===== src/rtl/i2c_pkg.sv =====
// i2c_pkg: shared types and constants for the
// I2C slave with register memory.
package i2c_pkg;

  localparam int ADDR_W = 8;
  localparam int DATA_W = 8;

  localparam logic READ  = 1'b1;
  localparam logic WRITE = 1'b0;

  typedef enum logic [3:0] {
    IDLE     = 4'd0,
    DEV_ADDR = 4'd1,
    RW       = 4'd2,
    ACK_DEV  = 4'd3,
    MEM_ADDR = 4'd4,
    ACK_MEM  = 4'd5,
    RD_DATA  = 4'd6,
    WR_DATA  = 4'd7,
    ACK_DATA = 4'd8
  } state_t;

endpackage


===== src/rtl/i2c_slave_with_mem_if.sv =====
// i2c_slave_with_mem_if: open-drain SCL/SDA bus.
// SDA is a wired-AND of both pull-downs over a pull-up.
interface i2c_slave_with_mem_if;

  logic SCL;
  logic m_sda_low;
  logic s_sda_low;
  logic SDA;

  // Released line floats high via the pull-up
  assign SDA = ~(m_sda_low | s_sda_low);

  modport master (
    output SCL,
    output m_sda_low,
    input  s_sda_low,
    input  SDA
  );

  modport slave (
    input  SCL,
    input  SDA,
    output s_sda_low
  );

endinterface


===== src/rtl/i2c_mem.sv =====
// i2c_mem: DEPTH x DW register file, synchronous
// write, combinational read, reloadable pattern.
module i2c_mem #(
  parameter  int DEPTH = 256,
  parameter  int DW    = 8,
  localparam int AW    = $clog2(DEPTH)
) (
  input  logic          clk,
  input  logic          we,
  input  logic [AW-1:0] waddr,
  input  logic [DW-1:0] wdata,
  input  logic [AW-1:0] raddr,
  output logic [DW-1:0] rdata
);

  logic [DW-1:0] mem [DEPTH];

  // Write port; memory is never touched by reset
  always @(posedge clk) begin
    if (we) mem[waddr] <= wdata;
  end

  assign rdata = mem[raddr];

  task automatic initiate();
    for (int i = 0; i < DEPTH; i++) begin
      mem[i] <= DW'(i);
    end
    mem[1] <= DW'(8'h05);
  endtask

endmodule


===== src/rtl/i2c_slave_with_mem.sv =====
// i2c_slave_with_mem: oversampled I2C-style slave
// doing one single-byte read or write per transfer.
module i2c_slave_with_mem
  import i2c_pkg::*;
#(
  parameter int DEPTH = 256,
  parameter int DW    = DATA_W
) (
  input  logic              clk,
  input  logic              reset,
  i2c_slave_with_mem_if.slave bus,
  input  logic [ADDR_W-1:0] id,
  output logic [3:0]        state,
  output logic [DW-1:0]     data_buffer
);

  logic [1:0] scl_sync;
  logic [1:0] sda_sync;
  logic       scl_q;
  logic       sda_q;
  logic       scl;
  logic       sda;
  logic       scl_rise;
  logic       scl_fall;
  logic       start_det;
  logic       stop_det;

  state_t      state_q;
  state_t      state_d;
  logic [2:0]  bit_cnt;
  logic        last_bit;
  logic [ADDR_W-1:0] addr_buf;
  logic [ADDR_W-1:0] mem_addr;
  logic        rw;
  logic        dev_hit;
  logic        sda_low;
  logic        sda_low_d;
  logic        we;
  logic [DW-1:0] rdata;

  assign scl = scl_sync[1];
  assign sda = sda_sync[1];

  assign scl_rise  = scl & ~scl_q;
  assign scl_fall  = ~scl & scl_q;
  assign start_det = scl & scl_q & sda_q & ~sda;
  assign stop_det  = scl & scl_q & ~sda_q & sda;

  assign last_bit = (bit_cnt == 3'd7);
  assign dev_hit  = (addr_buf == id);

  assign state         = state_q;
  assign bus.s_sda_low = sda_low;

  // Two-stage synchronizers plus edge history;
  // reset to the idle-high bus level
  always_ff @(posedge clk or negedge reset) begin
    if (!reset) begin
      scl_sync <= 2'b11;
      sda_sync <= 2'b11;
      scl_q    <= 1'b1;
      sda_q    <= 1'b1;
    end else begin
      scl_sync <= {scl_sync[0], bus.SCL};
      sda_sync <= {sda_sync[0], bus.SDA};
      scl_q    <= scl_sync[1];
      sda_q    <= sda_sync[1];
    end
  end

  // FSM state register
  always_ff @(posedge clk or negedge reset) begin
    if (!reset) state_q <= IDLE;
    else        state_q <= state_d;
  end

  // Next state on SCL rise; SDA drive on SCL fall
  always_comb begin
    state_d   = state_q;
    sda_low_d = sda_low;
    unique case (1'b1)
      start_det: begin
        state_d   = DEV_ADDR;
        sda_low_d = 1'b0;
      end
      stop_det: begin
        state_d   = IDLE;
        sda_low_d = 1'b0;
      end
      scl_rise: begin
        case (state_q)
          DEV_ADDR: if (last_bit) state_d = RW;
          RW:       state_d = ACK_DEV;
          ACK_DEV:  state_d = dev_hit ? MEM_ADDR : IDLE;
          MEM_ADDR: if (last_bit) state_d = ACK_MEM;
          ACK_MEM:  state_d = (rw == READ) ? RD_DATA
                                           : WR_DATA;
          RD_DATA:  if (last_bit) state_d = ACK_DATA;
          WR_DATA:  if (last_bit) state_d = ACK_DATA;
          ACK_DATA: state_d = IDLE;
          default:  state_d = state_q;
        endcase
      end
      scl_fall: begin
        case (state_q)
          ACK_DEV:  sda_low_d = dev_hit;
          ACK_MEM:  sda_low_d = 1'b1;
          RD_DATA:  sda_low_d = ~data_buffer[DW-1];
          ACK_DATA: sda_low_d = (rw == WRITE);
          default:  sda_low_d = 1'b0;
        endcase
      end
      default: ;
    endcase
  end

  // Shifters, bit counter, SDA driver, write strobe
  always_ff @(posedge clk or negedge reset) begin
    if (!reset) begin
      bit_cnt     <= '0;
      addr_buf    <= '0;
      mem_addr    <= '0;
      rw          <= WRITE;
      data_buffer <= '0;
      sda_low     <= 1'b0;
      we          <= 1'b0;
    end else begin
      we      <= 1'b0;
      sda_low <= sda_low_d;
      unique case (1'b1)
        start_det, stop_det: bit_cnt <= '0;
        scl_rise: begin
          case (state_q)
            DEV_ADDR: begin
              addr_buf <= {addr_buf[ADDR_W-2:0], sda};
              bit_cnt  <= bit_cnt + 3'd1;
            end
            RW: rw <= sda;
            MEM_ADDR: begin
              mem_addr <= {mem_addr[ADDR_W-2:0], sda};
              bit_cnt  <= bit_cnt + 3'd1;
            end
            ACK_MEM: begin
              if (rw == READ) data_buffer <= rdata;
            end
            RD_DATA: begin
              data_buffer <= {data_buffer[DW-2:0],
                              data_buffer[DW-1]};
              bit_cnt     <= bit_cnt + 3'd1;
            end
            WR_DATA: begin
              data_buffer <= {data_buffer[DW-2:0], sda};
              bit_cnt     <= bit_cnt + 3'd1;
              if (last_bit) we <= 1'b1;
            end
            default: ;
          endcase
        end
        default: ;
      endcase
    end
  end

  i2c_mem #(
    .DEPTH (DEPTH),
    .DW    (DW)
  ) u_mem (
    .clk   (clk),
    .we    (we),
    .waddr (mem_addr),
    .wdata (data_buffer),
    .raddr (mem_addr),
    .rdata (rdata)
  );

endmodule


===== src/flat_wrapper.sv =====
// flat-port wrapper written by rule: the top's interface ports become plain ports
module i2c_slave_with_mem_flat import i2c_pkg::*;
#(
  parameter int DEPTH = 256,
  parameter int DW    = DATA_W
)
  (clk, reset, id, state, data_buffer, bus_SCL, bus_s_sda_low);
  i2c_slave_with_mem_if bus_i ();
  input  logic clk;
  input  logic reset;
  input  logic [ADDR_W-1:0] id;
  output logic [3:0] state;
  output logic [DW-1:0] data_buffer;
  input wire logic [$bits(bus_i.SCL)-1:0] bus_SCL;
  output wire logic [$bits(bus_i.s_sda_low)-1:0] bus_s_sda_low;
  assign bus_i.SCL = bus_SCL;
  assign bus_s_sda_low = bus_i.s_sda_low;
  i2c_slave_with_mem #(.DEPTH(DEPTH), .DW(DW)) u_core (.clk(clk), .reset(reset), .bus(bus_i), .id(id), .state(state), .data_buffer(data_buffer));
endmodule

===== config.mk =====
export PLATFORM = sky130hd
export DESIGN_NAME = i2c_slave_with_mem_flat
export DESIGN_NICKNAME = d
export VERILOG_FILES = /design/src/rtl/i2c_pkg.sv /design/src/rtl/i2c_slave_with_mem_if.sv /design/src/rtl/i2c_mem.sv /design/src/rtl/i2c_slave_with_mem.sv /design/src/flat_wrapper.sv
export SDC_FILE = /design/constraint.sdc
export NUM_CORES = 2
export LEC_CHECK = 0
export ABC_AREA = 0
export CORE_MARGIN = 2
export CORE_UTILIZATION = 42
export CTS_CLUSTER_DIAMETER = 30
export DETAILED_ROUTE_END_ITERATION = 10
export SYNTH_ARGS = -nofsm -noshare
export SYNTH_HDL_FRONTEND = slang
export SYNTH_SLANG_ARGS = --single-unit

===== constraint.sdc =====
create_clock -name clk -period 6.96 [get_ports clk]
set_input_delay 1.044 -clock clk [delete_from_list [all_inputs] [get_ports clk]]
set_output_delay 1.044 -clock clk [all_outputs]
set_load 0.02 [all_outputs]

; ---- After elaboration in Yosys (flattened, before gate mapping)
; Index checks and enable logic that the tools add are counted.
[totals]
reg_bits = 2088
latch_bits = 0
ramBits = 0
rom_bits = 0
output_inout_bits = 13
mem_count = 0
[op_classes]
addsub = 1
n_mul = 0
n_div = 0
magnitude_cmp = 2
n_eq_ne = 16
n_shift = 0
n_mux = 22
bitwise = 16
n_reduce_logical = 14
[ops]
columns = op, n
row1 = bitwise mux 2048 bit, 1
row2 = binary-select mux 8 bit (select 8 bit), 1
row3 = demux 8 bit (select 8 bit), 1
row4 = two-way mux 8 bit, 4
row5 = case mux 4 bit (7 select lines), 1
row6 = case mux 8 bit (3 select lines), 1
row7 = equality test 4 x 3 -> 1 bit (second input constant), 4
row8 = two-way mux 4 bit, 3
row9 = case mux 4 bit (3 select lines), 1
row10 = greater-or-equal comparator 9 bit (second input constant), 1
row11 = < comparator 9 x 1 -> 1 bit (second input constant), 1
row12 = != test 3 bit (second input constant), 3
row13 = NOT 8 -> 9 bit, 1
row14 = equality test 4 x 2 -> 1 bit (second input constant), 2
row15 = equality test 8 bit, 1
row16 = != test 8 bit (second input constant), 1
row17 = AND reduction 2 bit, 4
row18 = bitwise AND 1 bit, 7
row19 = NOT 1 bit, 7
row20 = two-way mux 3 bit, 2
row21 = case mux 3 bit (2 select lines), 1
row22 = nonzero test 3 bit, 2
row23 = AND reduction 5 bit, 1
row24 = equality test 4 x 1 -> 1 bit (second input constant), 1
row25 = other kinds (14), 19

; ---- Longest topological paths before layout
[logic_depth]
word_depth = 6
mapped_depth = 13
depth_no_buf = 8

; ---- Hierarchy
; A second synthesis with hierarchy kept.
[hier_totals]
hier_cells = 3974
area_unflattened_um2 = 81221.6
[by_module_without_submodules]
columns = mod, instances, cells_each, area_per_inst_um2, seq_area_each_um2
row1 = i2c_mem, 1, 3805, 79284.8, 61499.0
row2 = i2c_slave_with_mem, 1, 168, 1933.1, 1008.5
row3 = i2c_slave_with_mem_flat, 1, 1, 3.8, 0.0

; ---- Least setup slack after synthesis
; No wires, ideal clock.
[synth_timing]
kind = flip-flop to flip-flop
start = register u_core.data_buffer[1] (netlist name)
end = register u_core.data_buffer[1]
setup_time_ns = 0.097
t_arrival_ns = 4.625
required_time_ns = 6.863
slack_ns = 2.237
stages_incl_launch_ff = 5
n_path_buf = 0
path_cell_list = dfrtp_1 -> o21ai_0 -> a2111oi_0 -> o21ai_0 -> o211ai_1
[synth_rtl]
columns = element, line_no
row1 = end signal: assignment, i2c_slave_with_mem.sv:144  ; if (rw == READ) data_buffer <= rdata;
row2 = end signal: assignment, i2c_slave_with_mem.sv:147  ; data_buffer <= {data_buffer[DW-2:0],
row3 = end signal: assignment, i2c_slave_with_mem.sv:152  ; data_buffer <= {data_buffer[DW-2:0], sda};
row4 = end: declaration, i2c_slave_with_mem.sv:14  ; output logic [DW-1:0] data_buffer

; ---- Final worst setup path
[layout_timing]
start = register u_core.mem_addr[0]
end = register u_core.data_buffer[7]
[layout_between]
elab_chain_cells = 6
[layout_lines]
columns = element, line_no
row1 = start: declaration, i2c_slave_with_mem.sv:33  ; logic [ADDR_W-1:0] mem_addr;
row2 = start signal: assignment, i2c_slave_with_mem.sv:140  ; mem_addr <= {mem_addr[ADDR_W-2:0], sda};
row3 = NOT 8 -> 9 bit (implied by the code), i2c_mem.sv:23  ; assign rdata = mem[raddr];
row4 = binary-select mux 8 bit (select 8 bit), i2c_mem.sv:23
row5 = two-way mux 8 bit (implied by the code) (2 in series), i2c_mem.sv:23
row6 = two-way mux 8 bit, i2c_slave_with_mem.sv:144
row7 = case mux 8 bit (3 select lines), i2c_slave_with_mem.sv:133  ; case (state_q)
; No other way between the ends. The select of a mux whose other input is x is not followed.
; A chain may end at the register's enable or synchronous reset.

==> run summary <==
RSZ-0062 raised after global routing: no
WL final: 225400 µm
Relative slew slack: 6.358%
Die Wd: 444.8 µm
Crit. Startpoint: u_core.mem_addr[0]
Number of DRC markers in iteration 0: 5593
Cells after synthesis: 3898
Top Usage Layer GRT: met2
GR met2 Demand/Resource: 34.44%
P per Cell Area: 341.5 nW/µm²
Initial antenna violation count: 5
Root Driver: clkbuf_16
Seq cells post-synth: 2088
Hold_buf cts: 0
Core area: 192800 µm²
Clock H-tree levels: 5
PostCTS Resize Cnt: 0
Layout cell share with drive strength beyond 1: 29.06%
# DRC: 0
Final #Nets: 4214
I/O Pins: 24
Register area share after synthesis: 76.61%
Maximum number of pins on one net before global-route repair: 188
Proportion of netlist area held by the largest area contributor: 75.37%
Warnings from Yosys: 1
Die area: 197800 µm²
Startpoint Class: flip-flop
Mean Syn Cell Area: 20.93 µm²
Worst Tran Pin Value: 1.390 ns
Register Area: 62550 µm²
Cell Area, Synth: 81590 µm²
Synthesized Nets: 3911
Main synth FF type: edfxtp_1
Post-CTS setup buffer count: 0
Die Y-Extent: 444.8 µm
Fin. Hold Viols: 0
F_max: 207.6 MHz
DPL Wire Length: 131300 µm
Fillers: 14954
Synth top cells by count: edfxtp_1, mux4_2, nor2_1
Utilization after layout: 51.15%
WL/cell: 31.92 µm
Antenna Nets Post-Route: 0
Asr flop ratio synth: 1.916%
R2R depth: 8
Routability Congestion: 0.8455
Place WS: 2.285 ns
CTS tree: yes
Outcome: finished clean
Critical path data arrival time: 5.59 ns
Max Transition Viols Final: 0
Ant diodes: 0
Endpoints failing setup: 0
Reg2reg start: u_core.mem_addr[0]
Top-count cell post-synth: edfxtp_1
CTS Buffer Depth: 4
Tcrit/Tclk final: 69.20%
Buffers added on ports: 23
WP data required: 7.73 ns
First-pass GRT wire length: 320300 µm
TritonCTS buffer count: 414
Lkg Pwr: 25.25 nW
Starting Density: 42.32%
Min Tclk post-route: 4.816 ns
Worst hold path type: input port to asynchronous set/reset pin
Max FO, Critical Path: 35
Area of the multi-input gates: 17760 µm²
Final WS setup: 2.144 ns
GRT overflow: 0
Setup Skew: 0.08656 ns
Vias per cell: 6.009
Routed vias: 42434
GR Layer Usage met1: 31.81%
VDD IR-drop max: 0.0002766 V
Layout overhead on the synthesized area: 20.85%
GRT Resource Usage Total: 22.65%
Met3 Use GR: 5.860%
Cell taking the most area after synthesis: edfxtp_1
Rows: 161
Vias in the first global route: 42105
Synth unique cells: 71
Critical path class: flip-flop to flip-flop
Max-capacitance violation count: 0
Top cells by area, synth: edfxtp_1, mux4_2, mux2i_1
EDFF count, synth: 2048
Setup TNS: 0 ns
Clk pin slew, worst setup/hold paths: 0.05 ns
CP Capture Type: flip-flop
Worst-Skew Late Latency: 0.95 ns
CTS sink count: 2088
First-pass DRT Iterations: 6
==> where the power goes <==
part	internal, mW	switching (mW)
Sequential	13.7	0.0464
Clock	13.3	6.50
Combinational	0.0694	0.0891
Total	27.0	6.63
==> metrics by stage <==
step	power, mW	std cells	cell area, µm²	hold WS (ns)
2_1_floorplan	14.06	3898	81590	0.3452
3_3_place_gp	14.12	6311	84610	0.3468
3_5_place_dp	14.12	6311	84610	0.3473
4_1_cts	33.81	7062	98600	0.2073
5_1_grt	34.48	7062	98600	0.2528
6_report	33.67	7062	98600	0.2396
==> registers in the layout, summed over array words and instances (netlist names), 2 cells and up <==
register and count:
u_core.state 4, u_core.data_buffer 8, u_core.sda_sync 2, u_core.mem_addr 8, u_core.addr_buf 8, u_core.u_mem.mem 2048, u_core.bit_cnt 3, u_core.scl_sync 2
==> metal layers <==
metal | share of wire, % | wire length, µm
met1 | 41 | 91610
met2 | 46 | 104700
met3 | 9.5 | 21400
met4 | 3.4 | 7587
met5 | 0.020 | 45
==> path summary, 6_finish.rpt <==
| kind | slack (ns) | to |
|---|---|---|
| max | 2.14 | u_core.data_buffer[7] |
| min | 0.24 | u_core.state[0] |
| max reg2reg | 2.14 | u_core.data_buffer[7] |
| min reg2reg | 0.36 | u_core.scl_sync[1] |
| max in group asynchronous | 6.16 | u_core.data_buffer[4] |
| min in group clk | 0.36 | u_core.scl_sync[1] |
==> area by class of cell <==
cell class / instances / share of cell area [%]
multi-input cells: 1569 / 18.01
repair buffers: 119 / 1.124
clock inverters: 289 / 3.316
well taps: 2526 / 3.205
flip-flops and latches: 2088 / 63.44
inverters: 9 / 0.03426
clock buffers: 462 / 10.87
==> worst max-delay path, cell delays in order (launching register included) <==
cell and delay [ns]:
dfrtp_4 0.97, buf_4 0.58, nor2b_4 1.12, a22oi_1 0.23, o211ai_1 0.23, o31a_1 0.31, o221ai_1 0.33, a21oi_1 0.63
a31oi_1 0.17
==> layout by cell type, fill, tap and decap left out, types with 9 or more instances in the layout <==
master	count
buf_4	83
xor2_1	10
a22oi_1	51
bufinv_16	61
edfxtp_1	2048
nor3_1	21
a32oi_1	17
a221oi_1	10
nand3_1	41
and3_1	9
nand2b_1	12
o21ai_0	35
nand4_1	19
buf_12	13
mux4_2	501
o22ai_1	34
clkbuf_16	421
a31oi_1	15
nand2_1	141
clkbuf_1	38
inv_6	22
clkdlybuf4s50_1	22
nor2b_1	13
nor2_1	315
o211ai_1	11
a21oi_1	25
mux2_2	21
a211oi_1	10
dfrtp_4	12
clkinv_4	33
clkinvlp_4	54
dfrtp_1	21
clkinv_1	58
mux2i_1	150
clkinv_2	59
==> cell families after synthesis <==
kind of cell	synth area share [%]
XOR/XNOR	0.1181
adder cells (fa/ha/maj)	0.03067
flip-flops	76.61
AND/OR/NAND/NOR	3.234
other	0.004596
AO/OA/AOI/OAI	2.337
buffers and inverters	1.705
multiplexers	15.96
Power figures use the tool's default switching activity.
